$ cat src/rtl/i2s_pkg.sv
// Shared types and sizing helpers for the I2S transmitter.
// The stereo pair type is sized by SAMPLE_W; the top's WIDTH must equal it.
package i2s_pkg;

    localparam int SAMPLE_W = 24;
    localparam int SLOT_W   = 32;

    function automatic int cnt_width(int slot_bits);
        return $clog2(2 * slot_bits);
    endfunction

    localparam int BIT_CNT_W = cnt_width(SLOT_W);

    typedef struct packed {
        logic [SAMPLE_W-1:0] left;
        logic [SAMPLE_W-1:0] right;
    } stereo_sample_t;

endpackage

$ cat src/rtl/i2s_transmitter_if.sv
// Sample handshake plus serial bus of the I2S transmitter.
// master = upstream sample source / bus observer, slave = transmitter.
interface i2s_transmitter_if #(
    parameter int WIDTH = 24
);
    logic [WIDTH-1:0] left_in;
    logic [WIDTH-1:0] right_in;
    logic             sample_valid;
    logic             sample_ready;
    logic             bclk;
    logic             lrclk;
    logic             sdata;
    logic             underrun;

    modport master (
        output left_in, right_in, sample_valid,
        input  sample_ready, bclk, lrclk, sdata, underrun
    );

    modport slave (
        input  left_in, right_in, sample_valid,
        output sample_ready, bclk, lrclk, sdata, underrun
    );
endinterface

$ cat src/rtl/i2s_clkgen.sv
// Bit-clock divider: registered bclk plus a strobe on the last clk of
// each bclk period (the cycle before bclk falls).
module i2s_clkgen #(
    parameter int BCLK_DIV = 8
) (
    input  logic clk,
    input  logic rstn,
    output logic bclk,
    output logic edge_evt
);
    localparam int DW = $clog2(BCLK_DIV);
    localparam logic [DW-1:0] LAST = DW'(BCLK_DIV - 1);
    localparam logic [DW-1:0] HALF = DW'(BCLK_DIV / 2);

    logic [DW-1:0] div_cnt;
    logic [DW-1:0] div_nxt;

    assign edge_evt = (div_cnt == LAST);
    assign div_nxt  = edge_evt ? '0 : div_cnt + DW'(1);

    // bclk is registered from the next count so it always equals (div_cnt >= HALF)
    always_ff @(posedge clk) begin
        if (!rstn) begin
            div_cnt <= '0;
            bclk    <= 1'b0;
        end else begin
            div_cnt <= div_nxt;
            bclk    <= (div_nxt >= HALF);
        end
    end
endmodule

$ cat src/rtl/i2s_transmitter.sv
// Double-buffered stereo I2S serialiser, MSB first, zero-padded slots.
// Define I2S_LEFT_JUSTIFIED_EN for left-justified word select timing.
module i2s_transmitter
    import i2s_pkg::*;
#(
    parameter int WIDTH     = SAMPLE_W,
    parameter int SLOT_BITS = SLOT_W,
    parameter int BCLK_DIV  = 8
) (
    input logic clk,
    input logic rstn,
    i2s_transmitter_if.slave bus
);
    localparam int CW = cnt_width(SLOT_BITS);
    localparam logic [CW-1:0] LAST_BIT = CW'(2 * SLOT_BITS - 1);
    localparam logic [CW-1:0] SLOT     = CW'(SLOT_BITS);

    logic           edge_evt;
    logic           bclk;
    logic [CW-1:0]  bit_cnt;
    logic [CW-1:0]  bit_nxt;
    logic           frame_wrap;
    stereo_sample_t hold_q;
    stereo_sample_t shift_q;
    stereo_sample_t shift_nxt;
    logic           ready_q;
    logic           lrclk_q;
    logic           sdata_q;
    logic           underrun_q;
    logic           slot_r;
    logic [CW-1:0]  pos;
    logic [WIDTH-1:0] word;
    logic [WIDTH-1:0] word_sh;
    logic           sdata_nxt;
    logic           lrclk_nxt;

    i2s_clkgen #(.BCLK_DIV(BCLK_DIV)) u_clkgen (
        .clk      (clk),
        .rstn     (rstn),
        .bclk     (bclk),
        .edge_evt (edge_evt)
    );

    assign frame_wrap = edge_evt && (bit_cnt == LAST_BIT);
    assign bit_nxt    = (bit_cnt == LAST_BIT) ? '0 : bit_cnt + CW'(1);

`ifndef I2S_LEFT_JUSTIFIED_EN
    logic [CW-1:0] lead;
    assign lead = (bit_nxt == LAST_BIT) ? '0 : bit_nxt + CW'(1);
`endif

    always_comb begin
        shift_nxt = shift_q;
        if (frame_wrap) begin
            shift_nxt = ready_q ? '0 : hold_q;
        end
        slot_r  = (bit_nxt >= SLOT);
        pos     = slot_r ? bit_nxt - SLOT : bit_nxt;
        word    = slot_r ? shift_nxt.right : shift_nxt.left;
        // padding positions (pos >= WIDTH) shift everything out, giving zero
        word_sh   = word << pos;
        sdata_nxt = word_sh[WIDTH-1];
`ifdef I2S_LEFT_JUSTIFIED_EN
        lrclk_nxt = slot_r;
`else
        lrclk_nxt = (lead >= SLOT);
`endif
    end

    always_ff @(posedge clk) begin
        if (!rstn) begin
            bit_cnt    <= '0;
            hold_q     <= '0;
            shift_q    <= '0;
            ready_q    <= 1'b1;
            lrclk_q    <= 1'b0;
            sdata_q    <= 1'b0;
            underrun_q <= 1'b0;
        end else begin
            underrun_q <= frame_wrap && ready_q;
            if (edge_evt) begin
                bit_cnt <= bit_nxt;
                shift_q <= shift_nxt;
                lrclk_q <= lrclk_nxt;
                sdata_q <= sdata_nxt;
            end
            // an accept coinciding with an empty load is kept for the next frame
            if (bus.sample_valid && ready_q) begin
                hold_q.left  <= bus.left_in;
                hold_q.right <= bus.right_in;
                ready_q      <= 1'b0;
            end else if (frame_wrap && !ready_q) begin
                ready_q <= 1'b1;
            end
        end
    end

    assign bus.sample_ready = ready_q;
    assign bus.bclk         = bclk;
    assign bus.lrclk        = lrclk_q;
    assign bus.sdata        = sdata_q;
    assign bus.underrun     = underrun_q;
endmodule

$ cat src/flat_wrapper.sv
// flat-port wrapper written by rule: the top's interface ports become plain ports
module i2s_transmitter_flat import i2s_pkg::*;
#(
    parameter int WIDTH     = SAMPLE_W,
    parameter int SLOT_BITS = SLOT_W,
    parameter int BCLK_DIV  = 8
)
  (clk, rstn, bus_left_in, bus_right_in, bus_sample_valid, bus_sample_ready, bus_bclk, bus_lrclk, bus_sdata, bus_underrun);
  i2s_transmitter_if #(.WIDTH(WIDTH)) bus_i ();
  input logic clk;
  input logic rstn;
  input wire logic [$bits(bus_i.left_in)-1:0] bus_left_in;
  input wire logic [$bits(bus_i.right_in)-1:0] bus_right_in;
  input wire logic [$bits(bus_i.sample_valid)-1:0] bus_sample_valid;
  output wire logic [$bits(bus_i.sample_ready)-1:0] bus_sample_ready;
  output wire logic [$bits(bus_i.bclk)-1:0] bus_bclk;
  output wire logic [$bits(bus_i.lrclk)-1:0] bus_lrclk;
  output wire logic [$bits(bus_i.sdata)-1:0] bus_sdata;
  output wire logic [$bits(bus_i.underrun)-1:0] bus_underrun;
  assign bus_i.left_in = bus_left_in;
  assign bus_i.right_in = bus_right_in;
  assign bus_i.sample_valid = bus_sample_valid;
  assign bus_sample_ready = bus_i.sample_ready;
  assign bus_bclk = bus_i.bclk;
  assign bus_lrclk = bus_i.lrclk;
  assign bus_sdata = bus_i.sdata;
  assign bus_underrun = bus_i.underrun;
  i2s_transmitter #(.WIDTH(WIDTH), .SLOT_BITS(SLOT_BITS), .BCLK_DIV(BCLK_DIV)) u_core (.clk(clk), .rstn(rstn), .bus(bus_i));
endmodule
$ cat config.mk
export PLATFORM = sky130hd
export DESIGN_NAME = i2s_transmitter_flat
export DESIGN_NICKNAME = d
export VERILOG_FILES = /design/src/rtl/i2s_pkg.sv /design/src/rtl/i2s_transmitter_if.sv /design/src/rtl/i2s_clkgen.sv /design/src/rtl/i2s_transmitter.sv /design/src/flat_wrapper.sv
export SDC_FILE = /design/constraint.sdc
export NUM_CORES = 1
export LEC_CHECK = 0
export ABC_AREA = 1
export BUFFER_PORTS_ARGS = -buffer_cell sky130_fd_sc_hd__buf_4
export CORE_MARGIN = 2
export CORE_UTILIZATION = 65
export CTS_BUF_LIST = sky130_fd_sc_hd__clkbuf_8
export DETAILED_ROUTE_END_ITERATION = 6
export PLACE_DENSITY = 0.91
export SKIP_LAST_GASP = 1
export SLEW_MARGIN = 20
export SYNTH_ARGS = -nofsm -noshare
export SYNTH_HDL_FRONTEND = slang
export SYNTH_SLANG_ARGS = --single-unit
$ cat constraint.sdc
create_clock -name clk -period 3.5 [get_ports clk]
set_clock_uncertainty 0.1 [all_clocks]
set_input_delay 0.7 -clock clk [delete_from_list [all_inputs] [get_ports clk]]
set_output_delay 0.7 -clock clk [all_outputs]
set_load 0.01 [all_outputs]
Yosys cells after proc, flatten, opt, wreduce, memory -nomap -nowiden
Cells that the tools add are included.
{"block": "word_totals", "reg_bits": 110, "input_bits": 51, "out_inout_bits": 5, "elab_cells": 37}
{"block": "op_classes", "addsub": 4, "order_cmp": 3, "n_eq_ne": 3, "shift": 1, "mux": 9, "n_reduce_logical": 6}
{"operator": "two-way mux 48 bit", "n": 2}
{"operator": "two-way mux 24 bit", "n": 1}
{"operator": "<< shifter 24 x 6 -> 24 bit", "n": 1}
{"operator": "two-way mux 6 bit", "n": 3}
{"operator": "adder 6 x 1 -> 6 bit (second input constant)", "n": 2}
{"operator": "equality test 6 bit (second input constant)", "n": 2}
{"operator": ">= comparator 6 bit (second input constant)", "n": 2}
{"operator": "subtractor 6 bit (second input constant)", "n": 1}
{"operator": "logical AND 1 bit", "n": 4}
{"operator": "adder 3 x 1 -> 3 bit (second input constant)", "n": 1}
{"operator": "equality test 3 bit (second input constant)", "n": 1}
{"operator": ">= comparator 3 bit (second input constant)", "n": 1}
{"operator": "two-way mux 3 bit", "n": 1}
{"operator": "two-way mux 1 bit", "n": 2}
{"operator": "nonzero test 2 bit", "n": 1}
{"operator": "logical NOT 1 bit", "n": 1}

Logic depth before layout (Yosys ltp)
{"block": "logic_depth", "word_depth": 5, "depth_mapped": 17, "mapped_depth_nobuf": 16}

Cells and area by module
A second synthesis with hierarchy kept.
{"block": "hier_totals", "cells_unflattened": 758, "hier_area_um2": 5059.9}
{"module": "i2s_transmitter", "instances": 1, "cells_per_inst": 746, "area_each_um2": 4948.5, "seq_area_each_um2": 2122.0}
{"module": "i2s_clkgen", "instances": 1, "cells_per_inst": 12, "area_each_um2": 111.4, "seq_area_each_um2": 60.1}

Least setup slack after synthesis
No wires, ideal clock.
{"block": "synth_path", "path_kind": "reg2reg", "start": "register u_core.u_clkgen.div_cnt[0]", "end": "register u_core.sdata_q (netlist: u_core.bus.sdata)", "setup_ns": 0.122, "t_arrival_ns": 1.774, "t_required_ns": 3.278, "setup_slack_ns": 1.504, "stages_incl_launch_ff": 15, "path_buffers": 2, "synth_period_minus_slack_ns": 1.996, "path_cell_list": "dfxtp_1 ha_1 ha_1 buf_2 nand3_4 inv_2 buf_4 o21ai_0 nand2_1 nand3_1 nand3_1 nand3_1 nand2_1 nand2_1 a21oi_2"}
{"block": "synth_between", "elab_chain_len": 5}
{"item": "from (decl)", "line": "i2s_clkgen.sv:15", "rtl": "logic [DW-1:0] div_cnt;"}
{"item": "from (signal assigned)", "line": "i2s_clkgen.sv:27", "rtl": "div_cnt <= div_nxt;"}
{"item": "equality test 3 bit (*)", "line": "i2s_clkgen.sv:18", "rtl": "assign edge_evt = (div_cnt == LAST);"}
{"item": "logical AND 1 bit", "line": "i2s_transmitter.sv:44", "rtl": "assign frame_wrap = edge_evt && (bit_cnt == LAST_BIT);"}
{"item": "two-way mux 48 bit", "line": "i2s_transmitter.sv:54", "rtl": "if (frame_wrap) begin"}
{"item": "two-way mux 24 bit", "line": "i2s_transmitter.sv:59", "rtl": "word = slot_r ? shift_nxt.right : shift_nxt.left;"}
{"item": "<< shifter 24 x 6 -> 24 bit", "line": "i2s_transmitter.sv:61", "rtl": "word_sh = word << pos;"}
{"item": "to (signal assigned)", "line": "i2s_transmitter.sv:85", "rtl": "sdata_q <= sdata_nxt;"}
{"item": "to (decl)", "line": "i2s_transmitter.sv:28", "rtl": "logic sdata_q;"}
Every way passes the cells marked *; elsewhere a longest branch is shown, timed or not.
A chain may end at the register's enable or synchronous reset.

Worst setup path in the final report
{"block": "layout_path", "start": "register u_core.bit_cnt[0]", "end": "register u_core.sdata_q (netlist: u_core.bus.sdata)"}
{"block": "layout_between", "elab_chain_len": 5, "word_cells_on_any_way": 10, "classes_between": "2 x add/sub; 1 x order compare; 1 x eq/ne; 1 x shift; 4 x mux; 1 x reduce/logical"}
{"item": "from (decl)", "line": "i2s_transmitter.sv:20", "rtl": "logic [CW-1:0] bit_cnt;"}
{"item": "from (signal assigned)", "line": "i2s_transmitter.sv:82", "rtl": "bit_cnt <= bit_nxt;"}
{"item": "adder 6 x 1 -> 6 bit or equality test 6 bit (tied branches)", "line": "i2s_transmitter.sv:45, i2s_transmitter.sv:44"}
{"item": "two-way mux 6 bit or logical AND 1 bit (tied branches)", "line": "i2s_transmitter.sv:45, i2s_transmitter.sv:44"}
{"item": "subtractor 6 bit (tied with other cells)", "line": "i2s_transmitter.sv:58", "rtl": "pos = slot_r ? bit_nxt - SLOT : bit_nxt;"}
{"item": "two-way mux 6 bit or two-way mux 24 bit (tied branches)", "line": "i2s_transmitter.sv:58, i2s_transmitter.sv:59"}
{"item": "<< shifter 24 x 6 -> 24 bit (*)", "line": "i2s_transmitter.sv:61"}
Marked as above.

==> results.tsv <==
stage	metric	value	unit
clocking	Clock Tree Buf Depth	2	
floorplanning	cell row count	31	
synthesis	Seq/Total Area, Yosys	44.7	%
synthesis	Yosys warning count	0	
global_route	met2 Usage GRT	48.9	%
global_route	GR Overflow Total	0	
detailed_routing	Remaining DRCs	0	
sta	Least-Margin Pin Slew	0.722	ns
floorplanning	core box area	7250	um2
cells_and_area	number of diodes	0	
clocking	hold bufs inserted after CTS	0	
floorplanning	Total Die Area	8230	um2
detailed_routing	drt wl/cell	13.8	um
setup_path	Crit path largest cell delay	0.48	ns
setup_path	R2R Setup Slk	0.58	ns
clocking	total CTS buffers	9	
setup_path	Startpoint Class	flip-flop	
setup_path	reg2reg start	u_core.bit_cnt[0]	
cells_and_area	Filler cells	557	
detailed_routing	drt first pass iters	7	
clocking	CTS sink cnt	109	
power	PD cells	431	nW/um2
synthesis	FF+latch count, synth	109	
setup_path	crit path kind	reg2reg	
detailed_routing	DR iter-0 viols	431	
floorplanning	Initial Util	67.4	%
global_route	met1 Use GR	38.4	%
synthesis	Unique masters post-synth	29	
power	leak pwr	2.35	nW
floorplanning	Die Wd	90.7	um
sta	Final Max Slew Viols	0	
setup_path	Crit-path slowest cell	dfxtp_1	
global_route	largest net degree at the start of global routing	60	
worst_hold_path	hold path depth	1	
sta	Tmin final	2.92	ns
sta	max_slew headroom	51.8	%
placement	Area after DPL	5240	um2
sta	setup TNS	0	ns
synthesis	Mapped Nets	754	
placement	DP Cell Count	814	
job	MaxCap Viol Count	0	
setup_path	Max FO, Critical Path	44	
global_route	first-pass GRT wire length	19800	um
cells_and_area	synth-to-layout area growth	11.8	%
cells_and_area	layout net count	781	
detailed_routing	Routed Antenna Nets	0	
global_route	initial antenna violation count	0	
sta	RSZ-0062 raised after global routing	false	
sta	fin crit share	83.4	%
setup_path	CP cell instances	ha_1 -> nand2_1 -> nor2_4 -> nand3_4 -> inv_2 -> nand3_1 -> nand3_1 -> nand3_1 -> nand3_1 -> nand3_1 -> nand2_1 -> nand3_1 -> a21oi_2	
cells_and_area	most common cell after layout, fill and taps aside	nand2_1	
clocking	CTS H-tree lvls	3	
cells_and_area	most frequent cells in the layout	166 x nand2_1, 128 x nor2_1, 109 x dfxtp_1	
setup_path	Worst path most repeated cell	nand3_1	
placement	Routability Congestion	0.907	
clocking	clock insertion delay at the later pin of the skew report	0.37	ns
sta	setup violators final	0	
global_route	vias in the first global route	4295	
synthesis	Mapped Area	4890	um2
cells_and_area	post-layout instance count excluding filler cells	830	
cells_and_area	post-route cell area	5460	um2
global_route	GRT Max-Usage Layer	met2	
detailed_routing	via count of the routed design	4613	
clocking	CTS tree	done	
placement	number of port buffers	55	
detailed_routing	total wire length	11400	um
global_route	M3 GR Usage	5.76	%
synthesis	synthesized instance count	699	
clocking	Reg clk slew, reported paths	0.10	ns
clocking	clk root buf	clkbuf_8	
cells_and_area	layout cells sized above 1	13.8	%
sta	worst hold slack	0.334	ns
clocking	post-CTS setup buffer count	0	
setup_path	Worst EP arrival	3.13	ns
worst_hold_path	hold path endpoint	u_core.u_clkgen.div_cnt[0]	
worst_hold_path	Hold Crit Class	reg2reg	
sta	Fin. Hold Viols	0	
power	Worst VDD drop	0.324	mV
detailed_routing	detail-routed via count per cell	5.56	
clocking	Post-CTS Resized	0	
sta	fmax	0.343	GHz
setup_path	R2R depth	13	
setup_path	Worst setup EP type	flip-flop	
run_status	outcome	finished, final reports clean	
worst_hold_path	hold path start	u_core.u_clkgen.div_cnt[0]	
floorplanning	Die Ht	90.7	um
setup_path	WP data required	3.71	ns
global_route	All-Layer GR Usage	29.3	%
setup_path	Crit Reg-Reg Endpoint	u_core.bus.sdata	
floorplanning	Ports	56	
synthesis	syn avg cell area	6.99	um2
placement	detailed-placement wirelength estimate	7480	um
-- cells in the mapped netlist --
master	number	area, um2
a211o_1	1	8.76
a21oi_1	43	215
a21oi_2	1	8.76
a22oi_1	3	22.5
buf_1	3	11.3
buf_2	11	55.1
buf_4	6	45.0
buf_6	4	45.0
clkbuf_1	22	82.6
clkinv_1	2	7.51
dfxtp_1	109	2180
ha_1	4	50.1
inv_1	37	139
inv_2	3	11.3
nand2_1	166	623
nand2_2	4	25.0
nand3_1	42	210
nand3_2	1	10.0
nand3_4	1	17.5
nand3b_1	11	82.6
nand4_1	7	43.8
nor2_1	128	480
nor2_2	2	12.5
nor2_4	3	33.8
nor3_1	2	10.0
o21ai_0	62	310
o21ai_1	11	55.1
o21ai_2	8	70.1
xor2_1	2	17.5
-- critical path, delay by kind of cell (launching register included) --
kind            cells  cell delay (ns)
flops               1             0.48
simple gates       10             1.37
fa+ha+maj           1             0.30
buf+inv             1             0.46
compound gates      1             0.13
-- worst max-delay path by stage --
stage	start	endpoint	slack, ns	depth (start not counted)
after detailed placement	u_core.bit_cnt[0]	u_core.bus.sdata	0.65	14
final	u_core.bit_cnt[0]	u_core.bus.sdata	0.58	13
after CTS	u_core.bit_cnt[0]	u_core.bus.sdata	0.63	14
after global routing	u_core.bit_cnt[0]	u_core.bus.sdata	0.26	13
after global placement	u_core.bit_cnt[0]	u_core.bus.sdata	0.77	14
after floorplan	u_core.u_clkgen.div_cnt[0]	u_core.bus.sdata	1.50	14
-- sequential cells by signal, summed over array words and instances, names as in the netlist --
| name | count |
|---|---|
| u_core.bit_cnt | 6 |
| u_core.bus.lrclk | 1 |
| u_core.bus.sample_ready | 1 |
| u_core.bus.sdata | 1 |
| u_core.bus.underrun | 1 |
| u_core.hold_q | 48 |
| u_core.shift_q | 48 |
| u_core.u_clkgen.bclk | 1 |
| u_core.u_clkgen.div_cnt | 2 |
-- final cells by class --
type	count	area [um2]	share of cell area, %
Multi-Input combinational cell	502	2310	42.3
Sequential cell	109	2180	40.0
Timing Repair Buffer	62	465	8.52
Inverter	42	158	2.89
Clock buffer	10	138	2.52
Tap cell	99	124	2.27
Clock inverter	6	86.3	1.58
-- routing by layer --
| metal | part of all wire (%) | vias to the layer above |
|---|---|---|
| li1 | - | 2294 |
| met1 | 44 | 2089 |
| met2 | 47 | 193 |
| met3 | 7.1 | 37 |
| met4 | 2.1 | 0 |
| met5 | 0 | - |
-- through the flow --
stage          util, %  total power [W]  worst slack, ns
2_1_floorplan        -          0.00146             1.50
3_3_place_gp      72.2          0.00153            0.769
4_1_cts           75.3          0.00235            0.632
3_5_place_dp      72.2          0.00154            0.654
5_1_grt           75.3          0.00244            0.259
6_report          75.3          0.00236            0.582
-- logic make-up (layout without fill, tap and decap cells) --
| family | Yosys count | count (layout) | share of synthesized area [%] |
|---|---|---|---|
| DFF | 109 | 109 | 44.7 |
| adders and majority gates | 4 | 4 | 1.02 |
| and+or+nand+nor | 367 | 367 | 31.7 |
| buffers and inverters | 88 | 120 | 8.12 |
| xor gates and xnor gates | 2 | 2 | 0.359 |
| AOI/OAI and AO/OA | 129 | 129 | 14.1 |
-- report_power, final --
group | leakage (nW) | switching (W) | internal, W
clock network | 0.118 | 0.000421 | 0.000423
registers | 0.890 | 0.0000298 | 0.00129
logic | 1.35 | 0.000110 | 0.0000809
(Power assumes the default switching activity.)
